===== src/rtl/spi_master_multi.sv =====
// Multi-slave SPI master: DATA_W words, runtime CPOL/CPHA/bit order, bursts.
// Optional SPI_MASTER_LOOPBACK_EN adds loopback_i (receive path taps mosi_o).
module spi_master_multi #(
  parameter int DATA_W = 8,
  parameter int NUM_SS = 4,
  parameter int DVSR_W = 16,
  localparam int SS_W = (NUM_SS > 1) ? $clog2(NUM_SS) : 1
) (
  input  logic              clk_i,
  input  logic              rst_ni,
  input  logic              start_i,
  input  logic [DATA_W-1:0] din_i,
  input  logic [DVSR_W-1:0] dvsr_i,
  input  logic              cpol_i,
  input  logic              cpha_i,
  input  logic              lsb_first_i,
  input  logic              cont_i,
  input  logic [SS_W-1:0]   ss_sel_i,
`ifdef SPI_MASTER_LOOPBACK_EN
  input  logic              loopback_i,
`endif
  input  logic              miso_i,
  output logic              sclk_o,
  output logic              mosi_o,
  output logic [NUM_SS-1:0] ss_n_o,
  output logic [DATA_W-1:0] dout_o,
  output logic              ready_o,
  output logic              spi_done_tick_o
);

  localparam logic [2:0] IDLE       = 3'd0;
  localparam logic [2:0] SETUP      = 3'd1;
  localparam logic [2:0] SHIFT      = 3'd2;
  localparam logic [2:0] HOLD       = 3'd3;
  localparam logic [2:0] BURST_WAIT = 3'd4;

  localparam int HP_W = $clog2(2 * DATA_W);
  localparam logic [HP_W-1:0] HP_LAST = HP_W'(2 * DATA_W - 1);

  logic [2:0]        state_q;
  logic [DVSR_W-1:0] cnt_q;
  logic [DVSR_W-1:0] dvsr_q;
  logic [HP_W-1:0]   hp_q;
  logic [DATA_W-1:0] tx_q;
  logic [DATA_W-1:0] rx_q;
  logic [DATA_W-1:0] tx_nxt;
  logic [DATA_W-1:0] rx_nxt;
  logic [DATA_W-1:0] dout_q;
  logic [NUM_SS-1:0] ss_q;
  logic [SS_W-1:0]   sel_q;
  logic              cpha_q;
  logic              lsb_q;
  logic              cont_q;
  logic              sclk_q;
  logic              tick_q;
  logic              cs_pend_q;
  logic              lb_q;
  logic              accept;
  logic              hp_end;
  logic              lead;
  logic              last_hp;
  logic              smp;
  logic              adv;
  logic              rx_bit;

  function automatic logic [NUM_SS-1:0] cs_dec(
    input logic [SS_W-1:0] s
  );
    logic [NUM_SS-1:0] v;
    v = '1;
    for (int i = 0; i < NUM_SS; i++) begin
      if (s == SS_W'(i)) v[i] = 1'b0;
    end
    return v;
  endfunction

  assign ready_o = (state_q == IDLE) || (state_q == BURST_WAIT);
  assign accept  = start_i && ready_o;
  assign hp_end  = (state_q == SHIFT) && (cnt_q == '0);
  assign lead    = ~hp_q[0];
  assign last_hp = (hp_q == HP_LAST);

  // CPHA=1 presents bit 0 from setup, so the first leading edge never shifts
  assign smp = hp_end && (cpha_q ? ~lead : lead);
  assign adv = hp_end && (cpha_q ? (lead && hp_q != '0)
                                 : (~lead && !last_hp));

  assign mosi_o = lsb_q ? tx_q[0] : tx_q[DATA_W-1];

`ifdef SPI_MASTER_LOOPBACK_EN
  assign rx_bit = lb_q ? mosi_o : miso_i;
`else
  assign rx_bit = miso_i;
  assign lb_q   = 1'b0;
`endif

  always_comb begin
    rx_nxt = rx_q;
    tx_nxt = tx_q;
    if (smp) begin
      rx_nxt = lsb_q ? {rx_bit, rx_q[DATA_W-1:1]}
                     : {rx_q[DATA_W-2:0], rx_bit};
    end
    if (adv) begin
      tx_nxt = lsb_q ? {1'b0, tx_q[DATA_W-1:1]}
                     : {tx_q[DATA_W-2:0], 1'b0};
    end
  end

  always_ff @(posedge clk_i) begin
    if (!rst_ni) begin
      state_q   <= IDLE;
      cnt_q     <= '0;
      dvsr_q    <= '0;
      hp_q      <= '0;
      tx_q      <= '0;
      rx_q      <= '0;
      dout_q    <= '0;
      ss_q      <= '1;
      sel_q     <= '0;
      cpha_q    <= 1'b0;
      lsb_q     <= 1'b0;
      cont_q    <= 1'b0;
      sclk_q    <= 1'b0;
      tick_q    <= 1'b0;
      cs_pend_q <= 1'b0;
    end else begin
      tick_q <= 1'b0;
      if (accept) begin
        dvsr_q <= dvsr_i;
        cnt_q  <= dvsr_i;
        cpha_q <= cpha_i;
        lsb_q  <= lsb_first_i;
        cont_q <= cont_i;
        sel_q  <= ss_sel_i;
        sclk_q <= cpol_i;
        tx_q   <= din_i;
        hp_q   <= '0;
        if (state_q == BURST_WAIT && ss_sel_i == sel_q) begin
          state_q <= SHIFT;
        end else if (state_q == BURST_WAIT) begin
          // drop the old select for a cycle before the new one
          ss_q      <= '1;
          cs_pend_q <= 1'b1;
          state_q   <= SETUP;
        end else begin
          ss_q    <= cs_dec(ss_sel_i);
          state_q <= SETUP;
        end
      end else begin
        unique case (state_q)
          SETUP: begin
            if (cs_pend_q) begin
              cs_pend_q <= 1'b0;
              ss_q      <= cs_dec(sel_q);
            end else if (cnt_q == '0) begin
              cnt_q   <= dvsr_q;
              state_q <= SHIFT;
            end else begin
              cnt_q <= cnt_q - 1'b1;
            end
          end
          SHIFT: begin
            if (hp_end) begin
              cnt_q  <= dvsr_q;
              sclk_q <= ~sclk_q;
              hp_q   <= hp_q + 1'b1;
              rx_q   <= rx_nxt;
              tx_q   <= tx_nxt;
              if (last_hp) begin
                dout_q  <= rx_nxt;
                tick_q  <= 1'b1;
                state_q <= cont_q ? BURST_WAIT : HOLD;
              end
            end else begin
              cnt_q <= cnt_q - 1'b1;
            end
          end
          HOLD: begin
            if (cnt_q == '0) begin
              ss_q    <= '1;
              state_q <= IDLE;
            end else begin
              cnt_q <= cnt_q - 1'b1;
            end
          end
          default: ;
        endcase
      end
    end
  end

`ifdef SPI_MASTER_LOOPBACK_EN
  always_ff @(posedge clk_i) begin
    if (!rst_ni) lb_q <= 1'b0;
    else if (accept) lb_q <= loopback_i;
  end
`endif

  assign sclk_o          = sclk_q;
  assign ss_n_o          = ss_q;
  assign dout_o          = dout_q;
  assign spi_done_tick_o = tick_q;

endmodule


===== config.mk =====
export PLATFORM = sky130hd
export DESIGN_NAME = spi_master_multi
export DESIGN_NICKNAME = d
export VERILOG_FILES = /design/src/rtl/spi_master_multi.sv
export SDC_FILE = /design/constraint.sdc
export NUM_CORES = 1
export LEC_CHECK = 0
export ABC_AREA = 0
export CAP_MARGIN = 20
export CORE_UTILIZATION = 50
export DETAILED_ROUTE_END_ITERATION = 10
export PLACE_DENSITY = 0.81
export SLEW_MARGIN = 20
export SYNTH_ARGS = -nofsm -noshare
export SYNTH_HDL_FRONTEND = slang
export SYNTH_SLANG_ARGS = --single-unit

===== constraint.sdc =====
create_clock -name clk_i -period 1.8 [get_ports clk_i]
set_input_delay 0.36 -clock clk_i [delete_from_list [all_inputs] [get_ports clk_i]]
set_output_delay 0.36 -clock clk_i [all_outputs]
set_load 0.01 [all_outputs]

; Word level (Yosys, flattened, before mapping)
; Cells that the tools add are included.
[word_totals]
output_inout_bits = 16
ff_bits = 75
word_cells = 122
in_bits = 34
[classes]
n_reduce_logical = 31
bitwise = 6
add_sub_neg = 2
n_eq_ne = 21
muxes = 47
[op_table]
columns = operator, n
row1 = $mux 16, 5
row2 = $mux 8, 7
row3 = $pmux 16 s3, 1
row4 = $mux 3, 7
row5 = $ne 3x3->1 const B, 7
row6 = $mux 4, 5
row7 = $mux 1, 19
row8 = $logic_not 16->1, 1
row9 = $sub 16x1->16 const B, 1
row10 = $reduce_and 3->1, 4
row11 = $pmux 3 s3, 1
row12 = $eq 2x2->1 const B, 4
row13 = $pmux 4 s2, 1
row14 = $reduce_and 4->1, 2
row15 = $reduce_bool 2->1, 4
row16 = $reduce_bool 4->1, 2
row17 = $logic_and 1x1->1, 7
row18 = $eq 3x2->1 const B, 2
row19 = $not 1->1, 6
row20 = $reduce_and 6->1, 1
row21 = $add 4x1->4 const B, 1
row22 = $eq 2x1->1 const B, 2
row23 = $eq 4x4->1 const B, 1
row24 = $logic_not 2->1, 2
row25 = other kinds (13), 14

; Depth between registers and ports, before layout
[depth]
ltp_word = 9
depth_mapped = 10
ltp_nobuf = 7

; Least setup slack after synthesis
; OpenSTA, ideal clock, no wires.
[synth_timing]
path_kind = register -> register
start = register cnt_q[0]
end = register ss_q[1], in the netlist ss_n_o[1]
synth_period_minus_slack_ns = 1.962
n_path_buf = 1
setup_ns = 0.120
setup_slack_ns = -0.162
arrival_time_ns = 1.843
stages_incl_launch_ff = 9
t_required_ns = 1.680
cell_sequence = dfxtp_1 inv_1 ha_1 nor4b_2 and4_1 buf_6 o221ai_1 a211oi_1 a211o_1
[synth_between]
elab_chain_cells = 3
[synth_rtl]
columns = element, line_no
row1 = start: declaration, 41  ; logic [DVSR_W-1:0] cnt_q;
row2 = start signal: assignment, 131  ; cnt_q <= dvsr_i;
row3 = start signal: assignment, 157  ; cnt_q <= dvsr_q;
row4 = start signal: assignment, 160  ; cnt_q <= cnt_q - 1'b1;
row5 = $logic_not 16->1, 180  ; if (cnt_q == '0) begin
row6 = $ne 3x3->1 (no line), n/a
row7 = $reduce_and 4->1 (no line), n/a
row8 = end signal: assignment, 147  ; ss_q <= cs_dec(ss_sel_i);
row9 = end signal: assignment, 155  ; ss_q <= cs_dec(sel_q);
row10 = end: declaration, 49  ; logic [NUM_SS-1:0] ss_q;
; Every way passes these cells.
; A chain may end at the register's enable or synchronous reset.

; Final worst setup path
[layout_timing]
start = register cnt_q[1]
end = register rx_q[2]
[layout_between]
elab_chain_cells = 4
elab_cells_between_ends = 5
cone_classes = mux: 1 / reduce/logical: 4
[layout_rtl]
columns = element, line_no
row1 = $logic_not 16->1 (*), 79  ; assign hp_end = (state_q == SHIFT) && (cnt_q == '0);
row2 = $logic_and 1x1->1 (*), 79
row3 = $logic_and 1x1->1, 84  ; assign smp = hp_end && (cpha_q ? ~lead : lead);
row4 = $mux 8, 100  ; if (smp) begin
row5 = end signal: assignment, 168  ; rx_q <= rx_nxt;
row6 = end: declaration, 45  ; logic [DATA_W-1:0] rx_q;
; Mark *: on every way between the ends. The rest lies on a longest branch, timed or not.

==> impl_metrics.tcl <==
set metrics [dict create \
    io_buffers 49 \
    yosys_warnings 0 \
    die_area_sq_um 7840 \
    power.share.clock_pct 18.1 \
    grt_max_degree 36 \
    syn2layout_area_growth_pct 36.7 \
    rsz0062_at_grt "true" \
    setup_ws_ns -0.115 \
    vdd_drop_max_mv 0.786 \
    synth-edff-count 0 \
    drt-initial-drc-count 175 \
    die_w_um 88.6 \
    htreeDepth 3 \
    r2r_end "rx_q[2]" \
    r2r_start "cnt_q[1]" \
    globalplace.congestion 0.906 \
    synth_compound_area_share_pct 19.9 \
    end_kind "register" \
    grtUsageTotal_pct 26.2 \
    nNetsFinal 559 \
    synthMuxAreaShare_pct 8.78 \
    netlist_instances 435 \
    antenna_found_initial 0 \
    synth_top_family_by_area "simple AND/OR/NAND/NOR gates" \
    fin_util_pct 70.6 \
    cp-startpoint "cnt_q[1]" \
    drive_gt1_share_pct 25.3 \
    share_comb_of_total_power_pct 51.2 \
    reg2regPathDepth 8 \
    critical_path_arrival_ns 2.15 \
    timing.fmax_ghz 0.522 \
    criticalPathCategory "reg2reg" \
    numCtsBuffers 9 \
    grt_pass1_vias 3445 \
    finalCritPeriodShare_pct 106 \
    status "finished, violations left" \
    avgSynthCellArea_sq_um 8.61 \
    drv_slew 0 \
    ant_nets 0 \
    r2r_setup_slack_ns -0.12 \
    cts_sinks 75 \
    power.share.switching_pct 39.1 \
    synth-seq-area-share_pct 40.1 \
    clock-root-buffer "clkbuf_8" \
    p_leak_uw 0.00187 \
    core-area_sq_um 7250 \
    via_count 3595 \
    failed_checks "negative setup slack" \
    cts_buffer_depth 2 \
    cap_viol_max_count 0 \
    initial_core_util_pct 51.6 \
    nFillCells 561 \
    multi_input_area_sq_um 2280 \
    crit_fanout 8 \
    fin_crit_ns 1.92 \
    seqCellArea_sq_um 1510 \
    final_common_cell "dfxtp_1" \
    clock_latency_ns 0.36 \
    synth_fp_nets 473 \
    cts_tree "done" \
    hold_ws_ns 0.457 \
    ys.flop_type "dfxtp_1" \
    final_cell_mix "dfxtp_1, nand2_1, buf_4" \
    hpwl_um 6290 \
    cts.reportedPaths.clkPinSlew_ns 0.08 \
    ys_async_sr_fraction_pct 0 \
    p_sw_uw 2850 \
    grt_pass1_wl_um 15900 \
    routed_via_density 5.75 \
    yosys.area_share.xor_xnor_pct 4.21 \
    cp-start-kind "register" \
    die_h_um 88.6 \
    drt_wl_total_um 9730 \
    clock_skew_ns 0.0125 \
    slew_headroom_pct 64.9 \
    synthesis.area_sq_um 3750 \
    post-route-drc-count 0 \
    cp.required_ns 2.03 \
    synthAdderAreaFrac_pct 1.34 \
    synth_cell_type_count 55 \
    min_path_type "reg2reg" \
    setup_viol 37 \
    post-place-ws_ns -0.329 \
    wl_per_cell_um 15.6 \
    tightest_slew_ns 0.526 \
    p_int_uw 4450 \
    num_rows 31 \
    ys_ff_latch 75 \
    p_per_area_nw_per_um2 1430 \
    hold_viol_final 0 \
    seqPwrFrac_pct 30.7 \
    firstDrtPassIters 6 \
    synthSimpleGateAreaFrac_pct 20.4 \
    cp-endpoint "rx_q[2]" \
    min_path_cells 2 \
    antenna_cells 0 \
    power.total_uw 7300 \
    globalRoute.totalOverflow 0 \
    ios 50 \
]
[state kept, by name, indices dropped and copies added, names as in the netlist, 2 cells and up]
register / cells
cnt_q: 16
state_q: 3
sel_q: 2
ss_n_o: 4
dout_o: 8
hp_q: 4
tx_q: 8
dvsr_q: 16
rx_q: 8
[cell families (layout without fill, tap and decap cells)]
group | after synthesis | in the layout
compound gates | 118 | 118
xor+xnor | 18 | 18
fa+ha+maj | 4 | 4
buf+inv | 42 | 132
flops | 75 | 75
mux | 31 | 31
simple gates | 147 | 148
[layer usage]
layer | share of wire (%) | vias to the layer above | GRT usage, %
li1 | - | 1740 | -
met1 | 42 | 1719 | 31.1
met3 | 4.6 | 24 | 3.92
met2 | 51 | 112 | 46.8
met5 | 0 | - | 0
met4 | 2.2 | 0 | 11.9
[power by group through the flow]
stage | Combinational (uW) | Sequential (uW) | Clock, uW
CTS | 3600 | 2240 | 1330
finish | 3740 | 2240 | 1320
detailed placement | 3480 | 2270 | 0
floorplan | 2170 | 2270 | 0
global placement | 3380 | 2260 | 0
global route | 4100 | 2280 | 1400
[final cells by class]
cell class,instances,area share (%)
Clock buffer,9,2.42
Clock inverter,7,1.54
Sequential cell,75,29.4
Tap cell,99,2.42
Multi-Input combinational cell,319,44.4
Inverter,9,0.660
Timing Repair Buffer,107,19.1
[critical path, stage by stage (launching register included)]
cell and delay [ns]:
dfxtp_2 0.33, inv_2 0.07, ha_4 0.13, nor4b_4 0.23, and4_4 0.31, and4_4 0.23, buf_12 0.16, mux2i_4 0.26
nor2_1 0.06
[metrics by stage]
stage          cell area (sq um)  instances  TNS (ns)
4_1_cts                     5030        623    -0.925
2_1_floorplan               3770        435         0
3_3_place_gp                4680        605     -4.44
6_report                    5120        625     -2.15
5_1_grt                     5120        625     -4.83
3_5_place_dp                4680        605     -6.57
[repair_timing]
item | 4_1_cts | 5_1_grt
endpoints found under the setup margin | 49 | 49
gates resized for setup | 29 | 26
hold buffers | 0 | 0
setup buffers | 1 | 2
cloned | 1 | 0
pin swaps | 5 | 7
[synth_stat cells (all sizes together) (2+ instances only)]
cell | n | area (sq um)
a211o | 11 | 96.3
a211oi | 2 | 15.0
a21oi | 30 | 150
a31oi | 18 | 119
and3 | 2 | 12.5
and4 | 2 | 17.5
buf | 13 | 90.1
clkbuf | 20 | 75.1
dfxtp | 75 | 1500
ha | 4 | 50.1
inv | 9 | 33.8
mux2 | 15 | 169
mux2i | 16 | 160
nand2 | 53 | 199
nand2b | 7 | 51.3
nand3 | 13 | 65.1
nand4 | 6 | 43.8
nor2 | 28 | 108
nor2b | 3 | 18.8
nor3 | 17 | 85.1
nor3b | 4 | 40.0
nor4 | 5 | 58.8
nor4b | 2 | 23.8
o211ai | 7 | 52.6
o21ai | 32 | 160
o22ai | 2 | 12.5
o2bb2ai | 8 | 70.1
xnor2 | 8 | 70.1
xor2 | 10 | 87.6
[how the worst min path moves through the flow]
stage,from,end,slack (ns)
floorplan,dvsr_q[0],dvsr_q[0],0.44
finish,dvsr_q[6],dvsr_q[6],0.46
global route,dvsr_q[13],dvsr_q[13],0.48
CTS,dvsr_q[6],dvsr_q[6],0.46
detailed placement,dvsr_q[6],dvsr_q[6],0.45
global placement,dvsr_q[10],dvsr_q[10],0.44
(Power assumes the default switching activity.)
